==> src/rtl/layered_ctrl_bank_pkg.sv <==
// Shared definitions for the layered control bank: command opcodes, the
// parser write-strobe payload, the payload-length lookup and the helper that
// locates a layer's slice in a flattened per-layer bus.
package layered_ctrl_bank_pkg;

    localparam int unsigned REG_W   = 4;
    localparam int unsigned LAYER_W = 4;
    localparam int unsigned BYTE_W  = 8;
    localparam int unsigned ACC_W   = 16;
    localparam int unsigned LEN_W   = 2;
    localparam int unsigned MODE_W  = 2;
    localparam int unsigned SCALE_W = 2;
    localparam int unsigned ERR_W   = 8;

    localparam logic [REG_W-1:0] REG_MODE    = 4'd0;
    localparam logic [REG_W-1:0] REG_SCALE   = 4'd1;
    localparam logic [REG_W-1:0] REG_TRANSP  = 4'd2;
    localparam logic [REG_W-1:0] REG_OFS_X   = 4'd3;
    localparam logic [REG_W-1:0] REG_OFS_Y   = 4'd4;
    localparam logic [REG_W-1:0] REG_CLIP_L  = 4'd5;
    localparam logic [REG_W-1:0] REG_CLIP_R  = 4'd6;
    localparam logic [REG_W-1:0] REG_CLIP_T  = 4'd7;
    localparam logic [REG_W-1:0] REG_CLIP_B  = 4'd8;
    localparam logic [REG_W-1:0] REG_FILTER  = 4'd9;
    localparam logic [REG_W-1:0] REG_FREEZE  = 4'd14;
    localparam logic [REG_W-1:0] REG_COMMIT  = 4'd15;

    // Completed field write from the parser to the shadow bank.
    typedef struct packed {
        logic [REG_W-1:0]   reg_id;
        logic [LAYER_W-1:0] layer;
        logic [ACC_W-1:0]   value;
    } cmd_wr_t;

    // Payload byte count per opcode; 0 marks commit and the invalid opcodes.
    function automatic logic [LEN_W-1:0] payload_len(input logic [REG_W-1:0] reg_id);
        case (reg_id)
            REG_MODE, REG_SCALE, REG_TRANSP, REG_FREEZE:          return LEN_W'(1);
            REG_OFS_X, REG_OFS_Y, REG_CLIP_L, REG_CLIP_R,
            REG_CLIP_T, REG_CLIP_B, REG_FILTER:                    return LEN_W'(2);
            default:                                               return LEN_W'(0);
        endcase
    endfunction

    // Opcodes that address a layer (and therefore need a layer range check).
    function automatic logic reg_is_layered(input logic [REG_W-1:0] reg_id);
        return reg_id <= REG_FILTER;
    endfunction

    // Low bit of a layer's slice in a flattened bus of width-bit fields.
    function automatic int unsigned lane_lo(input int unsigned layer, input int unsigned width);
        return layer * width;
    endfunction

endpackage

==> src/rtl/layered_ctrl_bank_cmd_parser.sv <==
// Byte-stream command parser: header decode, MSB-first payload accumulation,
// discard of rejected commands.
// Ports: clk/rst_n; cmd_start_i aborts to HDR; cmd_byte_i/cmd_valid_i byte
// stream; wr_valid_c/wr_c field write (same cycle as last payload byte);
// commit_req_c commit header seen; err_c command rejected.
module ctrl_cmd_parser
    import layered_ctrl_bank_pkg::*;
#(
    parameter int unsigned NUM_LAYERS = 2
) (
    input  logic              clk,
    input  logic              rst_n,
    input  logic              cmd_start_i,
    input  logic [BYTE_W-1:0] cmd_byte_i,
    input  logic              cmd_valid_i,
    output logic              wr_valid_c,
    output cmd_wr_t           wr_c,
    output logic              commit_req_c,
    output logic              err_c
);

    localparam int unsigned LAYER_CMP_W = LAYER_W + 1;

    typedef enum logic [1:0] {ST_HDR, ST_PAYLOAD, ST_DISCARD} state_e;

    state_e             state_q, state_d;
    logic [REG_W-1:0]   reg_q, reg_d;
    logic [LAYER_W-1:0] layer_q, layer_d;
    logic [ACC_W-1:0]   acc_q, acc_d;
    logic [LEN_W-1:0]   cnt_q, cnt_d;

    logic [ACC_W-1:0]   acc_next;
    logic [LEN_W-1:0]   cnt_inc;
    logic [REG_W-1:0]   hdr_reg;
    logic [LAYER_W-1:0] hdr_layer;

    // Next-state, accumulator and strobe decode.
    always_comb begin
        state_d      = state_q;
        reg_d        = reg_q;
        layer_d      = layer_q;
        acc_d        = acc_q;
        cnt_d        = cnt_q;
        acc_next     = {acc_q[ACC_W-BYTE_W-1:0], cmd_byte_i};
        cnt_inc      = cnt_q + LEN_W'(1);
        hdr_reg      = cmd_byte_i[BYTE_W-1:LAYER_W];
        hdr_layer    = cmd_byte_i[LAYER_W-1:0];
        wr_valid_c   = 1'b0;
        wr_c.reg_id  = reg_q;
        wr_c.layer   = layer_q;
        wr_c.value   = acc_next;
        commit_req_c = 1'b0;
        err_c        = 1'b0;

        // cmd_start outranks a coincident byte, which is dropped.
        if (cmd_start_i) begin
            state_d = ST_HDR;
            cnt_d   = '0;
            acc_d   = '0;
        end else if (cmd_valid_i) begin
            case (state_q)
                ST_HDR: begin
                    reg_d   = hdr_reg;
                    layer_d = hdr_layer;
                    acc_d   = '0;
                    cnt_d   = '0;
                    if (hdr_reg == REG_COMMIT) begin
                        commit_req_c = 1'b1;
                    end else if ((payload_len(hdr_reg) == LEN_W'(0)) ||
                                 (reg_is_layered(hdr_reg) &&
                                  ({1'b0, hdr_layer} >= LAYER_CMP_W'(NUM_LAYERS)))) begin
                        err_c   = 1'b1;
                        state_d = ST_DISCARD;
                    end else begin
                        state_d = ST_PAYLOAD;
                    end
                end
                ST_PAYLOAD: begin
                    if (cnt_inc == payload_len(reg_q)) begin
                        wr_valid_c = 1'b1;
                        state_d    = ST_HDR;
                        cnt_d      = '0;
                        acc_d      = '0;
                    end else begin
                        cnt_d = cnt_inc;
                        acc_d = acc_next;
                    end
                end
                ST_DISCARD: state_d = ST_DISCARD;
                default:    state_d = ST_HDR;
            endcase
        end
    end

    // Parser state registers.
    always_ff @(posedge clk or negedge rst_n) begin
        if (!rst_n) begin
            state_q <= ST_HDR;
            reg_q   <= '0;
            layer_q <= '0;
            acc_q   <= '0;
            cnt_q   <= '0;
        end else begin
            state_q <= state_d;
            reg_q   <= reg_d;
            layer_q <= layer_d;
            acc_q   <= acc_d;
            cnt_q   <= cnt_d;
        end
    end

endmodule

==> src/rtl/layered_ctrl_bank.sv <==
// Multi-layer compositing control bank: the parser writes a shadow bank that
// is copied atomically to the active (output) bank at a frame boundary.
// Ports: clk/rst_n; cmd_start/cmd_byte/cmd_valid command stream; frame_start
// pulse at pixel (0,0); ctrl_* flattened per-layer buses (layer i in slice
// i); ctrl_fg_freeze global, unshadowed; commit_pending/commit_done commit
// status; err_count saturating rejected-command count.
module layered_ctrl_bank
    import layered_ctrl_bank_pkg::*;
#(
    parameter int unsigned NUM_LAYERS             = 2,
    parameter int unsigned PRECISION              = 11,
    parameter int unsigned PIXEL_SIZE             = 16,
    parameter int unsigned TRANSPARENCY_PRECISION = 3
) (
    input  logic                                  clk,
    input  logic                                  rst_n,
    input  logic                                  cmd_start,
    input  logic [BYTE_W-1:0]                     cmd_byte,
    input  logic                                  cmd_valid,
    input  logic                                  frame_start,
    output logic [MODE_W*NUM_LAYERS-1:0]          ctrl_overlay_mode,
    output logic [SCALE_W*NUM_LAYERS-1:0]         ctrl_fg_scale,
    output logic [(PRECISION+1)*NUM_LAYERS-1:0]   ctrl_fg_offset_x,
    output logic [(PRECISION+1)*NUM_LAYERS-1:0]   ctrl_fg_offset_y,
    output logic [TRANSPARENCY_PRECISION*NUM_LAYERS-1:0] ctrl_fg_transparency,
    output logic [PRECISION*NUM_LAYERS-1:0]       ctrl_fg_clip_left,
    output logic [PRECISION*NUM_LAYERS-1:0]       ctrl_fg_clip_right,
    output logic [PRECISION*NUM_LAYERS-1:0]       ctrl_fg_clip_top,
    output logic [PRECISION*NUM_LAYERS-1:0]       ctrl_fg_clip_bottom,
    output logic [PIXEL_SIZE*NUM_LAYERS-1:0]      ctrl_green_screen_filter,
    output logic                                  ctrl_fg_freeze,
    output logic                                  commit_pending,
    output logic                                  commit_done,
    output logic [ERR_W-1:0]                      err_count
);

    localparam int unsigned OFS_W  = PRECISION + 1;
    localparam int unsigned CLIP_W = PRECISION;
    localparam int unsigned TR_W   = TRANSPARENCY_PRECISION;
    localparam int unsigned FILT_W = PIXEL_SIZE;

    typedef struct packed {
        logic [MODE_W*NUM_LAYERS-1:0]  mode;
        logic [SCALE_W*NUM_LAYERS-1:0] scale;
        logic [OFS_W*NUM_LAYERS-1:0]   ofs_x;
        logic [OFS_W*NUM_LAYERS-1:0]   ofs_y;
        logic [TR_W*NUM_LAYERS-1:0]    transp;
        logic [CLIP_W*NUM_LAYERS-1:0]  clip_l;
        logic [CLIP_W*NUM_LAYERS-1:0]  clip_r;
        logic [CLIP_W*NUM_LAYERS-1:0]  clip_t;
        logic [CLIP_W*NUM_LAYERS-1:0]  clip_b;
        logic [FILT_W*NUM_LAYERS-1:0]  filt;
    } bank_t;

    bank_t            sh_q, sh_d, act_q, act_d;
    logic             freeze_q, freeze_d;
    logic             pending_q, pending_d;
    logic             done_q, done_d;
    logic [ERR_W-1:0] err_q, err_d;
    logic             apply;

    logic             wr_valid_c;
    cmd_wr_t          wr_c;
    logic             commit_req_c;
    logic             err_c;

    ctrl_cmd_parser #(
        .NUM_LAYERS (NUM_LAYERS)
    ) u_parser (
        .clk          (clk),
        .rst_n        (rst_n),
        .cmd_start_i  (cmd_start),
        .cmd_byte_i   (cmd_byte),
        .cmd_valid_i  (cmd_valid),
        .wr_valid_c   (wr_valid_c),
        .wr_c         (wr_c),
        .commit_req_c (commit_req_c),
        .err_c        (err_c)
    );

    // Shadow writes, frame-boundary commit and error counting.
    always_comb begin
        sh_d     = sh_q;
        freeze_d = freeze_q;
        if (wr_valid_c) begin
            if (wr_c.reg_id == REG_FREEZE) begin
                freeze_d = wr_c.value[0];
            end
            for (int unsigned i = 0; i < NUM_LAYERS; i++) begin
                if (reg_is_layered(wr_c.reg_id) && (wr_c.layer == LAYER_W'(i))) begin
                    case (wr_c.reg_id)
                        REG_MODE:   sh_d.mode[lane_lo(i, MODE_W) +: MODE_W]    = MODE_W'(wr_c.value);
                        REG_SCALE:  sh_d.scale[lane_lo(i, SCALE_W) +: SCALE_W] = SCALE_W'(wr_c.value);
                        REG_TRANSP: sh_d.transp[lane_lo(i, TR_W) +: TR_W]      = TR_W'(wr_c.value);
                        REG_OFS_X:  sh_d.ofs_x[lane_lo(i, OFS_W) +: OFS_W]     = OFS_W'(wr_c.value);
                        REG_OFS_Y:  sh_d.ofs_y[lane_lo(i, OFS_W) +: OFS_W]     = OFS_W'(wr_c.value);
                        REG_CLIP_L: sh_d.clip_l[lane_lo(i, CLIP_W) +: CLIP_W]  = CLIP_W'(wr_c.value);
                        REG_CLIP_R: sh_d.clip_r[lane_lo(i, CLIP_W) +: CLIP_W]  = CLIP_W'(wr_c.value);
                        REG_CLIP_T: sh_d.clip_t[lane_lo(i, CLIP_W) +: CLIP_W]  = CLIP_W'(wr_c.value);
                        REG_CLIP_B: sh_d.clip_b[lane_lo(i, CLIP_W) +: CLIP_W]  = CLIP_W'(wr_c.value);
                        REG_FILTER: sh_d.filt[lane_lo(i, FILT_W) +: FILT_W]    = FILT_W'(wr_c.value);
                        default:    sh_d.filt[lane_lo(i, FILT_W) +: FILT_W]    = sh_q.filt[lane_lo(i, FILT_W) +: FILT_W];
                    endcase
                end
            end
        end

        // Copy uses the registered shadow, so a coincident write misses this frame;
        // a commit header arriving with frame_start only sets pending for the next one.
        apply     = frame_start && pending_q;
        act_d     = apply ? sh_q : act_q;
        pending_d = commit_req_c || (pending_q && !frame_start);
        done_d    = apply;
        err_d     = (err_c && (err_q != {ERR_W{1'b1}})) ? err_q + ERR_W'(1) : err_q;
    end

    // Bank and status registers.
    always_ff @(posedge clk or negedge rst_n) begin
        if (!rst_n) begin
            sh_q      <= '0;
            act_q     <= '0;
            freeze_q  <= 1'b0;
            pending_q <= 1'b0;
            done_q    <= 1'b0;
            err_q     <= '0;
        end else begin
            sh_q      <= sh_d;
            act_q     <= act_d;
            freeze_q  <= freeze_d;
            pending_q <= pending_d;
            done_q    <= done_d;
            err_q     <= err_d;
        end
    end

    assign ctrl_overlay_mode        = act_q.mode;
    assign ctrl_fg_scale            = act_q.scale;
    assign ctrl_fg_offset_x         = act_q.ofs_x;
    assign ctrl_fg_offset_y         = act_q.ofs_y;
    assign ctrl_fg_transparency     = act_q.transp;
    assign ctrl_fg_clip_left        = act_q.clip_l;
    assign ctrl_fg_clip_right       = act_q.clip_r;
    assign ctrl_fg_clip_top         = act_q.clip_t;
    assign ctrl_fg_clip_bottom      = act_q.clip_b;
    assign ctrl_green_screen_filter = act_q.filt;
    assign ctrl_fg_freeze           = freeze_q;
    assign commit_pending           = pending_q;
    assign commit_done              = done_q;
    assign err_count                = err_q;

endmodule

==> config.mk <==
export PLATFORM = sky130hd
export DESIGN_NAME = layered_ctrl_bank
export DESIGN_NICKNAME = d
export VERILOG_FILES = /design/src/rtl/layered_ctrl_bank_pkg.sv /design/src/rtl/layered_ctrl_bank_cmd_parser.sv /design/src/rtl/layered_ctrl_bank.sv
export SDC_FILE = /design/constraint.sdc
export NUM_CORES = 1
export LEC_CHECK = 0
export BUFFER_PORTS_ARGS = -buffer_cell sky130_fd_sc_hd__buf_2
export CELL_PAD_IN_SITES_DETAIL_PLACEMENT = 1
export CELL_PAD_IN_SITES_GLOBAL_PLACEMENT = 1
export CORE_UTILIZATION = 43
export DETAILED_ROUTE_END_ITERATION = 8
export PLACE_DENSITY_LB_ADDON = 0.1
export SLEW_MARGIN = 20
export SYNTH_ARGS = -nofsm -noshare
export SYNTH_HDL_FRONTEND = slang
export SYNTH_SLANG_ARGS = --single-unit
==> constraint.sdc <==
create_clock -name clk -period 1.97 [get_ports clk]
set_clock_uncertainty 0.1 [all_clocks]
set_input_delay 0.0985 -clock clk [delete_from_list [all_inputs] [get_ports clk]]
set_output_delay 0.0985 -clock clk [all_outputs]
set_load 0.02 [all_outputs]
==> results.toml, run 1 <==
[layout]
multiInputGateArea_sq_um = 5588
final_cell_mix = "393 x dfrtp_1, 297 x mux2_2, 204 x buf_2"
stdcell_count = 1733
area_growth_pct = 29.34
register_area_sq_um = 9887
final_common_cell = "dfrtp_1"
drive_gt1_share_pct = 61.42
fillCellCount = 3283
antenna_cells = 0
final_area_sq_um = 19710
fin_nets = 1264

[worst_setup_path]
reg2reg_to = "sh_q[45]$_DFFE_PN0P_"
cp-start-kind = "flip-flop"
r2r_cells = 8
worst-setup-path-type = "flip-flop to flip-flop"
end_kind = "flip-flop"
critical_path.max_fanout = 6
cp.arrival_ns = 2.41
required_ns = 2.29
startpoint = "u_parser.reg_q[3]$_DFFE_PN0P_"
reg2reg_setup_slack_ns = -0.12
worstReg2RegStart = "u_parser.reg_q[3]$_DFFE_PN0P_"

[route]
viasPerCell = 5.189
vias = 8992
wl_met2_um = 19060
drt-initial-drc-count = 337
dr.pass1.iters = 4
dr_wl_met3_um = 1696
dr.max_layer_used = "met4"
ant_nets = 0
wl_per_cell_um = 22.48
drc = 0
met1Wirelength_um = 17610
finalWirelength_um = 38960

[sta]
final-setup-viol-count = 183
min_period_ns = 2.090
fmax_mhz = 478.5
rsz0062_at_grt = "yes"
timing.final.ws_setup_ns = -0.1199
final-max-slew-violation-count = 0
maxSlewHeadroom_pct = 27.65
finalCritPeriodShare_pct = 106.1
finalHoldViolCount = 0
worstMarginPinSlew_ns = 1.085
fin_tns_setup_ns = -9.851

[cts]
cts_tree = "yes"
clk_pin_slew_worst_paths_ns = 0.06
insertion_delay_ns = 0.54
cts_buffers = 42
clock_path_buffers = 3
clock-sinks = 395
h-tree-depth = 2
ctsRootBufferMaster = "clkbuf_16"

[worst_hold_path]
holdCritStartpoint = "cmd_byte[6]"
hold_class = "input port to flip-flop"
hold_end = "sh_q[132]$_DFFE_PN0P_"
holdPathStages = 2

[global_routing]
grt_pass1_vias = 9684
grtUsageTotal_pct = 21.85
grt_max_degree = 82
grt_pass1_wl_um = 59730
overflow = 0
antenna_found_initial = 2

[die]
die-height_um = 190.2
fp.dieW_um = 190.2
initial_core_util_pct = 43.89
core_sq_um = 34710
rows = 68
die-area_sq_um = 36190
io_pins = 206

[place]
dp.final_hpwl_um = 23450
gp_congestion = 0.7771
io_buffers = 205
place_inst = 1630
dpl_cell_area_sq_um = 17490
dp_worst_setup_slack_ns = -0.1829

[power]
worst_ir_drop_vdd_v = 0.0007001
sw_frac_of_total_pct = 23.01
finalPower_mw = 17.49
combinationalPowerShare_pct = 7.7
powerDensity_nw_per_um2 = 887.4
seq_power_share_pct = 47.8
p_leak_nw = 10.45
p_switching_mw = 4.025
p_int_mw = 13.46
p_clk_share_pct = 44.5

[job]
cap_violations = 0

[synth]
async_flop_share_pct = 100.0
ys_types = 50
yosysWarnings = 0
synth_area_sq_um = 15240
synth_edf_count = 0
ys.flop_type = "dfrtp_1"
synth_cells = 949
avgSynthCellArea_sq_um = 16.06
synth_nets = 963
synth_seq_cells = 395
yosysSeqAreaShare_pct = 64.87

[run_status]
violations = "setup timing"
outcome = "complete, but fails checks"
[worst max path at each step]
| stage | endpoint | slack, ns |
|---|---|---|
| 6_report | sh_q[45]$_DFFE_PN0P_ | -0.12 |
| 5_1_grt | sh_q[76]$_DFFE_PN0P_ | -0.19 |
| 4_1_cts | sh_q[86]$_DFFE_PN0P_ | -0.08 |
| 3_5_place_dp | sh_q[176]$_DFFE_PN0P_ | -0.18 |
| 3_3_place_gp | sh_q[176]$_DFFE_PN0P_ | -0.16 |
| 2_1_floorplan | sh_q[79]$_DFFE_PN0P_ | -0.12 |
[power groups by stage]
stage / clock network (mW) / registers (mW) / logic [mW]
3_5_place_dp: 0 / 8.50 / 1.08
4_1_cts: 8.01 / 8.35 / 1.29
5_1_grt: 8.31 / 8.37 / 1.45
3_3_place_gp: 0 / 8.49 / 1.06
2_1_floorplan: 0 / 8.53 / 0.397
6_report: 7.79 / 8.36 / 1.35
[Yosys cell counts, types with 5 or more instances]
library cell	number	area share (%)
dfrtp_1	395	65
mux2_2	364	27
clkbuf_1	34	0.84
nand3_1	14	0.46
buf_2	12	0.39
nand2_1	11	0.27
mux2_4	10	0.99
nor2_1	10	0.25
a32o_1	9	0.59
buf_4	6	0.30
nor3_1	6	0.20
xnor2_1	6	0.34
a21oi_1	5	0.16
nand4_1	5	0.21
[cell families after synthesis]
| logic type | synth area share (%) |
|---|---|
| AOI/OAI and AO/OA | 1.634 |
| xor gates and xnor gates | 0.3449 |
| adders and majority gates | 0.08210 |
| buffers and inverters | 1.823 |
| DFF | 64.87 |
| muxes | 27.89 |
| and+or+nand+nor | 3.359 |
[area by class of cell]
type	instances	area share [%]
repair buffers	311	11.52
flip-flops and latches	395	50.17
well taps	455	2.889
clock inverters	5	0.2540
multi-input cells	495	28.35
inverters	5	0.1206
clock buffers	67	6.692
[registers in the layout, summed over array words and instances, names as in the netlist]
register and flops:
sh_q 182, ctrl_green_screen_filter 32, ctrl_fg_offset_x 24, ctrl_fg_offset_y 24, ctrl_fg_clip_bottom 22, ctrl_fg_clip_left 22, ctrl_fg_clip_right 22, ctrl_fg_clip_top 22
err_count 8, u_parser.acc_q 8, ctrl_fg_transparency 6, ctrl_fg_scale 4, ctrl_overlay_mode 4, u_parser.layer_q 4, u_parser.reg_q 4, u_parser.cnt_q 2
u_parser.state_q 2, commit_done 1, commit_pending 1, ctrl_fg_freeze 1
[through the flow]
step | hold slack [ns] | utilization, %
finish | 0.02224 | 56.77
floorplan | -0.2971 | -
detailed placement | -0.1050 | 50.38
CTS | 0.002923 | 55.93
global route | 0.01554 | 56.77
global placement | -0.1061 | 50.38
[worst max-delay path: stages (launching register included)]
cell and delay, ns:
dfrtp_2 0.46, buf_6 0.14, nor2b_4 0.12, o311a_4 0.26, nand2_4 0.10, nor3_4 0.18, buf_6 0.14, clkbuf_16 0.15
mux2_4 0.30
[what timing repair did]
| action | CTS | global route |
|---|---|---|
| resized for setup | 68 | 63 |
| setup endpoints to repair | 158 | 195 |
| pin swaps | 5 | 6 |
| hold buffers | 10 | 0 |
| buffers inserted | 11 | 6 |
| cloned | 4 | 2 |
| endpoints found under the hold margin | 411 | 0 |
[per-layer routing]
| metal | up-vias | track usage (%) |
|---|---|---|
| met4 | 0 | 5.815 |
| met5 | - | 0 |
| met3 | 38 | 4.361 |
| li1 | 3999 | - |
| met1 | 4785 | 30.45 |
| met2 | 170 | 34.90 |
Power figures use the tool's default switching activity.
==> inputs of run 2 (changes only) <==
--- a/config.mk
+++ b/config.mk
@@ -14,4 +14,5 @@
 export SLEW_MARGIN = 20
 export SYNTH_ARGS = -nofsm -noshare
 export SYNTH_HDL_FRONTEND = slang
+export SYNTH_HIERARCHICAL = 1
 export SYNTH_SLANG_ARGS = --single-unit
==> results.toml, run 2 <==
[run_status]
outcome = "complete, but fails checks"
violations = "setup timing"

[synth]
yosysWarnings = 6
synth_top_area_cell = "dfrtp_1"
yosysSeqAreaShare_pct = 65.20
netlist_top_cells_count = "395 x dfrtp_1, 377 x mux2_2, 25 x nand2_1"
synth_cells = 951
netlist_top_cells_area = "dfrtp_1 65%, mux2_2 28%, buf_2 0.79%"
synth_top_cell_area_share_pct = 65.20
ys_types = 46
synth_nets = 965
async_flop_share_pct = 100.0
ys.flop_type = "dfrtp_1"
synth_area_sq_um = 15160
synth_seq_cells = 395
synth.most_common_cell = "dfrtp_1"
synth_edf_count = 0
avgSynthCellArea_sq_um = 15.94

[worst_setup_path]
cp-start-kind = "flip-flop"
end_kind = "flip-flop"
cp.arrival_ns = 2.94
required_ns = 2.28
worst-setup-path-type = "flip-flop to flip-flop"
critical_path.max_fanout = 6

[cts]
cts_buffers = 42
h-tree-depth = 2
cts_tree = "yes"
clock_path_buffers = 3
insertion_delay_ns = 0.53
clock-sinks = 395
clk_pin_slew_worst_paths_ns = 0.06
ctsRootBufferMaster = "clkbuf_16"

[global_routing]
antenna_found_initial = 0
overflow = 0
grt_pass1_wl_um = 58860
grtUsageTotal_pct = 21.59
grt_max_degree = 78
grt_pass1_vias = 9676

[die]
io_pins = 206
fp.dieW_um = 189.8
die-height_um = 189.8
core_sq_um = 34630
die-area_sq_um = 36010
rows = 68
initial_core_util_pct = 43.78

[sta]
worstMarginPinSlew_ns = 1.027
final-setup-viol-count = 183
maxSlewHeadroom_pct = 31.55
min_period_ns = 2.626
fmax_mhz = 380.8
timing.final.ws_setup_ns = -0.6560
finalHoldViolCount = 0
final-max-slew-violation-count = 0
rsz0062_at_grt = "yes"
finalCritPeriodShare_pct = 133.3

[layout]
fin_nets = 1243
final_common_cell = "dfrtp_1"
largest_reg_flops = 182
final_cell_mix = "392 x dfrtp_1, 375 x mux2_2, 204 x buf_2"
stdcell_count = 1714
fin_util_pct = 55.24
drive_gt1_share_pct = 60.73
largest-register = "sh_q"
area_growth_pct = 26.19

[worst_hold_path]
hold_class = "input port to flip-flop"

[place]
gp_congestion = 0.7302
io_buffers = 205
place_inst = 1618
dp.final_hpwl_um = 23860

[route]
drt-initial-drc-count = 315
viasPerCell = 5.209
finalWirelength_um = 37270
vias = 8928
wl_per_cell_um = 21.74
dr.pass1.iters = 4
ant_nets = 0
drc = 0

[power]
seq_power_share_pct = 48.3
powerDensity_nw_per_um2 = 906.3
sw_frac_of_total_pct = 22.66
p_switching_mw = 3.928
finalPower_mw = 17.34
p_leak_nw = 10.28
worst_ir_drop_vdd_v = 0.0005065
combinationalPowerShare_pct = 6.2
p_int_mw = 13.41
p_clk_share_pct = 45.5

[job]
cap_violations = 0
run 2: cell type report:
cell class	count	area, sq um
multi-input cells	493	5226
clock inverters	10	128.9
flip-flops and latches	395	9888
fillers	3299	15500
diodes	1	2.502
clock buffers	63	1261
repair buffers	293	2037
inverters	4	16.27
well taps	455	569.3
run 2: per-layer routing:
layer	GRT usage (%)	wire (um)
met5	0	0
met2	34.91	18010
met3	3.597	1524
met1	30.61	17140
met4	4.808	591
run 2: power groups by stage:
stage	Sequential, mW	Clock (mW)	Combinational, mW
floorplan	8.56	0	0.331
global placement	8.49	0	0.958
detailed placement	8.50	0	0.974
CTS	8.36	8.11	1.07
global route	8.39	8.41	1.17
finish	8.37	7.88	1.08
run 2: logic make-up after synthesis:
group,share of synthesized area [%]
XOR/XNOR,0.1156
flip-flops,65.20
multiplexers,28.00
adder cells (fa/ha/maj),0.08252
AND/OR/NAND/NOR,3.079
AO/OA/AOI/OAI,1.486
buffers and inverters,2.030
run 2: worst paths after layout:
check	from	endpoint	slack, ns	cells after the start
worst min-delay path	cmd_byte[1]	u_parser/state_q[0]$_DFFE_PN0P_	0.04	5
worst max-delay path	u_parser/reg_q[1]$_DFFE_PN0P_	sh_q[59]$_DFFE_PN0P_	-0.66	9
worst max register to register	u_parser/reg_q[1]$_DFFE_PN0P_	sh_q[59]$_DFFE_PN0P_	-0.66	9
min in group asynchronous	rst_n	ctrl_fg_clip_top[20]$_DFFE_PN0P_	0.11	3
worst min register to register	sh_q[75]$_DFFE_PN0P_	ctrl_fg_clip_top[21]$_DFFE_PN0P_	0.39	1
max in group asynchronous	rst_n	u_parser/cnt_q[0]$_DFFE_PN0P_	1.20	4
run 2: worst max-delay path: stages (launching register included):
cell      delay (ns)
dfrtp_2         0.44
a211o_1         0.32
a211o_1         0.30
o31ai_4         0.07
and2_4          0.18
nor4bb_4        0.20
buf_6           0.17
nand4_1         0.24
buf_6           0.25
mux2_2          0.27
run 2: what timing repair did:
item | in CTS | in global routing
hold endpoints to repair | 423 | 0
cloned | 6 | 1
hold buffers | 9 | 0
setup endpoints to repair | 184 | 186
pin swaps | 12 | 5
gates resized for setup | 56 | 18
setup buffers | 6 | 1
run 2: metrics by stage:
step | setup TNS, ns | cell area [sq um] | hold WS, ns | worst slack [ns]
global route | -117.56 | 19130 | 0.05802 | -0.7481
detailed placement | -101.68 | 17190 | -0.08800 | -0.6622
CTS | -99.40 | 19040 | 0.03027 | -0.6207
global placement | -88.38 | 17190 | -0.08522 | -0.5759
floorplan | -95.07 | 15230 | -0.2971 | -0.6062
finish | -100.15 | 19130 | 0.04487 | -0.6560
==> inputs of run 3 (changes only) <==
--- a/config.mk
+++ b/config.mk
@@ -11,6 +11,7 @@
 export CORE_UTILIZATION = 43
 export DETAILED_ROUTE_END_ITERATION = 8
 export PLACE_DENSITY_LB_ADDON = 0.1
+export REMOVE_ABC_BUFFERS = 1
 export SLEW_MARGIN = 20
 export SYNTH_ARGS = -nofsm -noshare
 export SYNTH_HDL_FRONTEND = slang
==> results.toml, run 3 (synthesis results as in run 2) <==
[cts]
clk_pin_slew_worst_paths_ns = 0.06
insertion_delay_ns = 0.53
h-tree-depth = 2
cts_tree = "yes"
cts_buffers = 43
ctsRootBufferMaster = "clkbuf_16"
clock_path_buffers = 3
clock-sinks = 395

[power]
seq_power_share_pct = 47.8
worst_ir_drop_vdd_v = 0.0009531
combinationalPowerShare_pct = 6.6
p_leak_nw = 10.35
p_switching_mw = 4.057
sw_frac_of_total_pct = 23.16
powerDensity_nw_per_um2 = 913.8
finalPower_mw = 17.52
p_clk_share_pct = 45.6
p_int_mw = 13.46

[die]
die-area_sq_um = 36010
fp.dieW_um = 189.8
core_sq_um = 34630
die-height_um = 189.8
io_pins = 206
initial_core_util_pct = 43.78
rows = 68

[global_routing]
grt_pass1_vias = 9672
grt_pass1_wl_um = 57950
antenna_found_initial = 0
grt_max_degree = 80
grtUsageTotal_pct = 21.14
overflow = 0

[sta]
hold-worst-slack_ns = -0.002457
finalCritPeriodShare_pct = 132.7
maxSlewHeadroom_pct = 40.95
rsz0062_at_grt = "yes"
fin_tns_setup_ns = -105.05
fmax_mhz = 382.7
finalHoldViolCount = 1
timing.final.ws_setup_ns = -0.6433
worstMarginPinSlew_ns = 0.8858
final-max-slew-violation-count = 0
min_period_ns = 2.613
final-setup-viol-count = 183

[worst_setup_path]
end_kind = "flip-flop"
worst-setup-path-type = "flip-flop to flip-flop"
path_cells = "buf_4 > nand4b_1 > a211o_1 > o31ai_4 > and2_4 > nor4bb_4 > buf_6 > buf_4 > nand3_4 > clkbuf_16 > mux2_2"
cpMostUsedCell = "buf_4"
cp_top_family = "buffers and inverters"
crit_buf_inv = 4
cp-start-kind = "flip-flop"
reg2reg_setup_slack_ns = -0.64
cp.arrival_ns = 2.93
startpoint = "u_parser/reg_q[1]$_DFFE_PN0P_"
worstReg2RegStart = "u_parser/reg_q[1]$_DFFE_PN0P_"
cp_slowest_stage_delay_ns = 0.41
crit_slowest_cell = "dfrtp_2"
required_ns = 2.29
critical_path.max_fanout = 8

[route]
drc = 0
ant_nets = 0
finalWirelength_um = 37310
vias = 8965
dr.pass1.iters = 4
viasPerCell = 5.179
wl_per_cell_um = 21.55
drt-initial-drc-count = 350

[layout]
final_cell_mix = "393 x dfrtp_1, 375 x mux2_2, 204 x buf_2"
drive_gt1_share_pct = 61.21
area_growth_pct = 26.47
multiInputGateArea_sq_um = 5199
fin_util_pct = 55.37
register_area_sq_um = 9887
stdcell_count = 1731
fillCellCount = 3358
antenna_cells = 0
final_area_sq_um = 19170
final_common_cell = "dfrtp_1"
largest-register = "sh_q"
fin_nets = 1258
largest_reg_flops = 182

[run_status]
outcome = "complete, but fails checks"
violations = "hold timing, setup timing"

[place]
place_inst = 1629
gp_congestion = 0.7315
dp.final_hpwl_um = 23180
io_buffers = 205
dp_worst_setup_slack_ns = -0.6851
dpl_cell_area_sq_um = 17220

[worst_hold_path]
hold_class = "input port to asynchronous set/reset pin"

[job]
cap_violations = 0
run 3: worst paths after layout:
check / endpoint / cells past startpoint
max: sh_q[132]$_DFFE_PN0P_ / 11
min: ctrl_green_screen_filter[22]$_DFFE_PN0P_ / 2
max reg2reg: sh_q[132]$_DFFE_PN0P_ / 11
min reg2reg: ctrl_green_screen_filter[31]$_DFFE_PN0P_ / 1
max in group asynchronous: ctrl_fg_clip_right[5]$_DFFE_PN0P_ / 3
min in group clk: u_parser/acc_q[7]$_DFFE_PN0P_ / 4
run 3: worst reg2reg max path, delay by kind of cell (launching register included):
| family | cells | cell delay (ns) |
|---|---|---|
| buffers and inverters | 4 | 0.64 |
| and+or+nand+nor | 4 | 0.63 |
| AOI/OAI and AO/OA | 2 | 0.46 |
| DFF | 1 | 0.41 |
| muxes | 1 | 0.26 |
run 3: final cells by class:
cell class / instances / share of cell area [%]
clock inverters: 16 / 0.7114
flip-flops and latches: 395 / 51.57
repair buffers: 307 / 10.84
multi-input cells: 493 / 27.12
well taps: 455 / 2.969
inverters: 4 / 0.08484
clock buffers: 61 / 6.709
run 3: repair_timing:
item                                    in CTS  in global routing
pin swaps                                   10                 11
gates cloned                                 2                  3
endpoints found under the hold margin      401                  0
hold buffers                                 7                  0
endpoints found under the setup margin     186                186
resized for setup                           40                 30
buffers inserted                             5                 10
run 3: power by group through the flow:
stage / sequential, mW / combinational (mW) / clock (mW)
detailed placement: 8.50 / 0.982 / 0
finish: 8.38 / 1.15 / 7.99
global route: 8.39 / 1.25 / 8.52
CTS: 8.36 / 1.06 / 8.19
floorplan: 8.56 / 0.288 / 0
global placement: 8.50 / 0.960 / 0
run 3: routing by layer:
metal	wire length (um)	up-vias	track usage [%]
met1	16930	4774	29.30
met5	0	-	0
met3	1319	49	3.320
met4	567	0	5.118
li1	-	3965	-
met2	18490	177	34.88
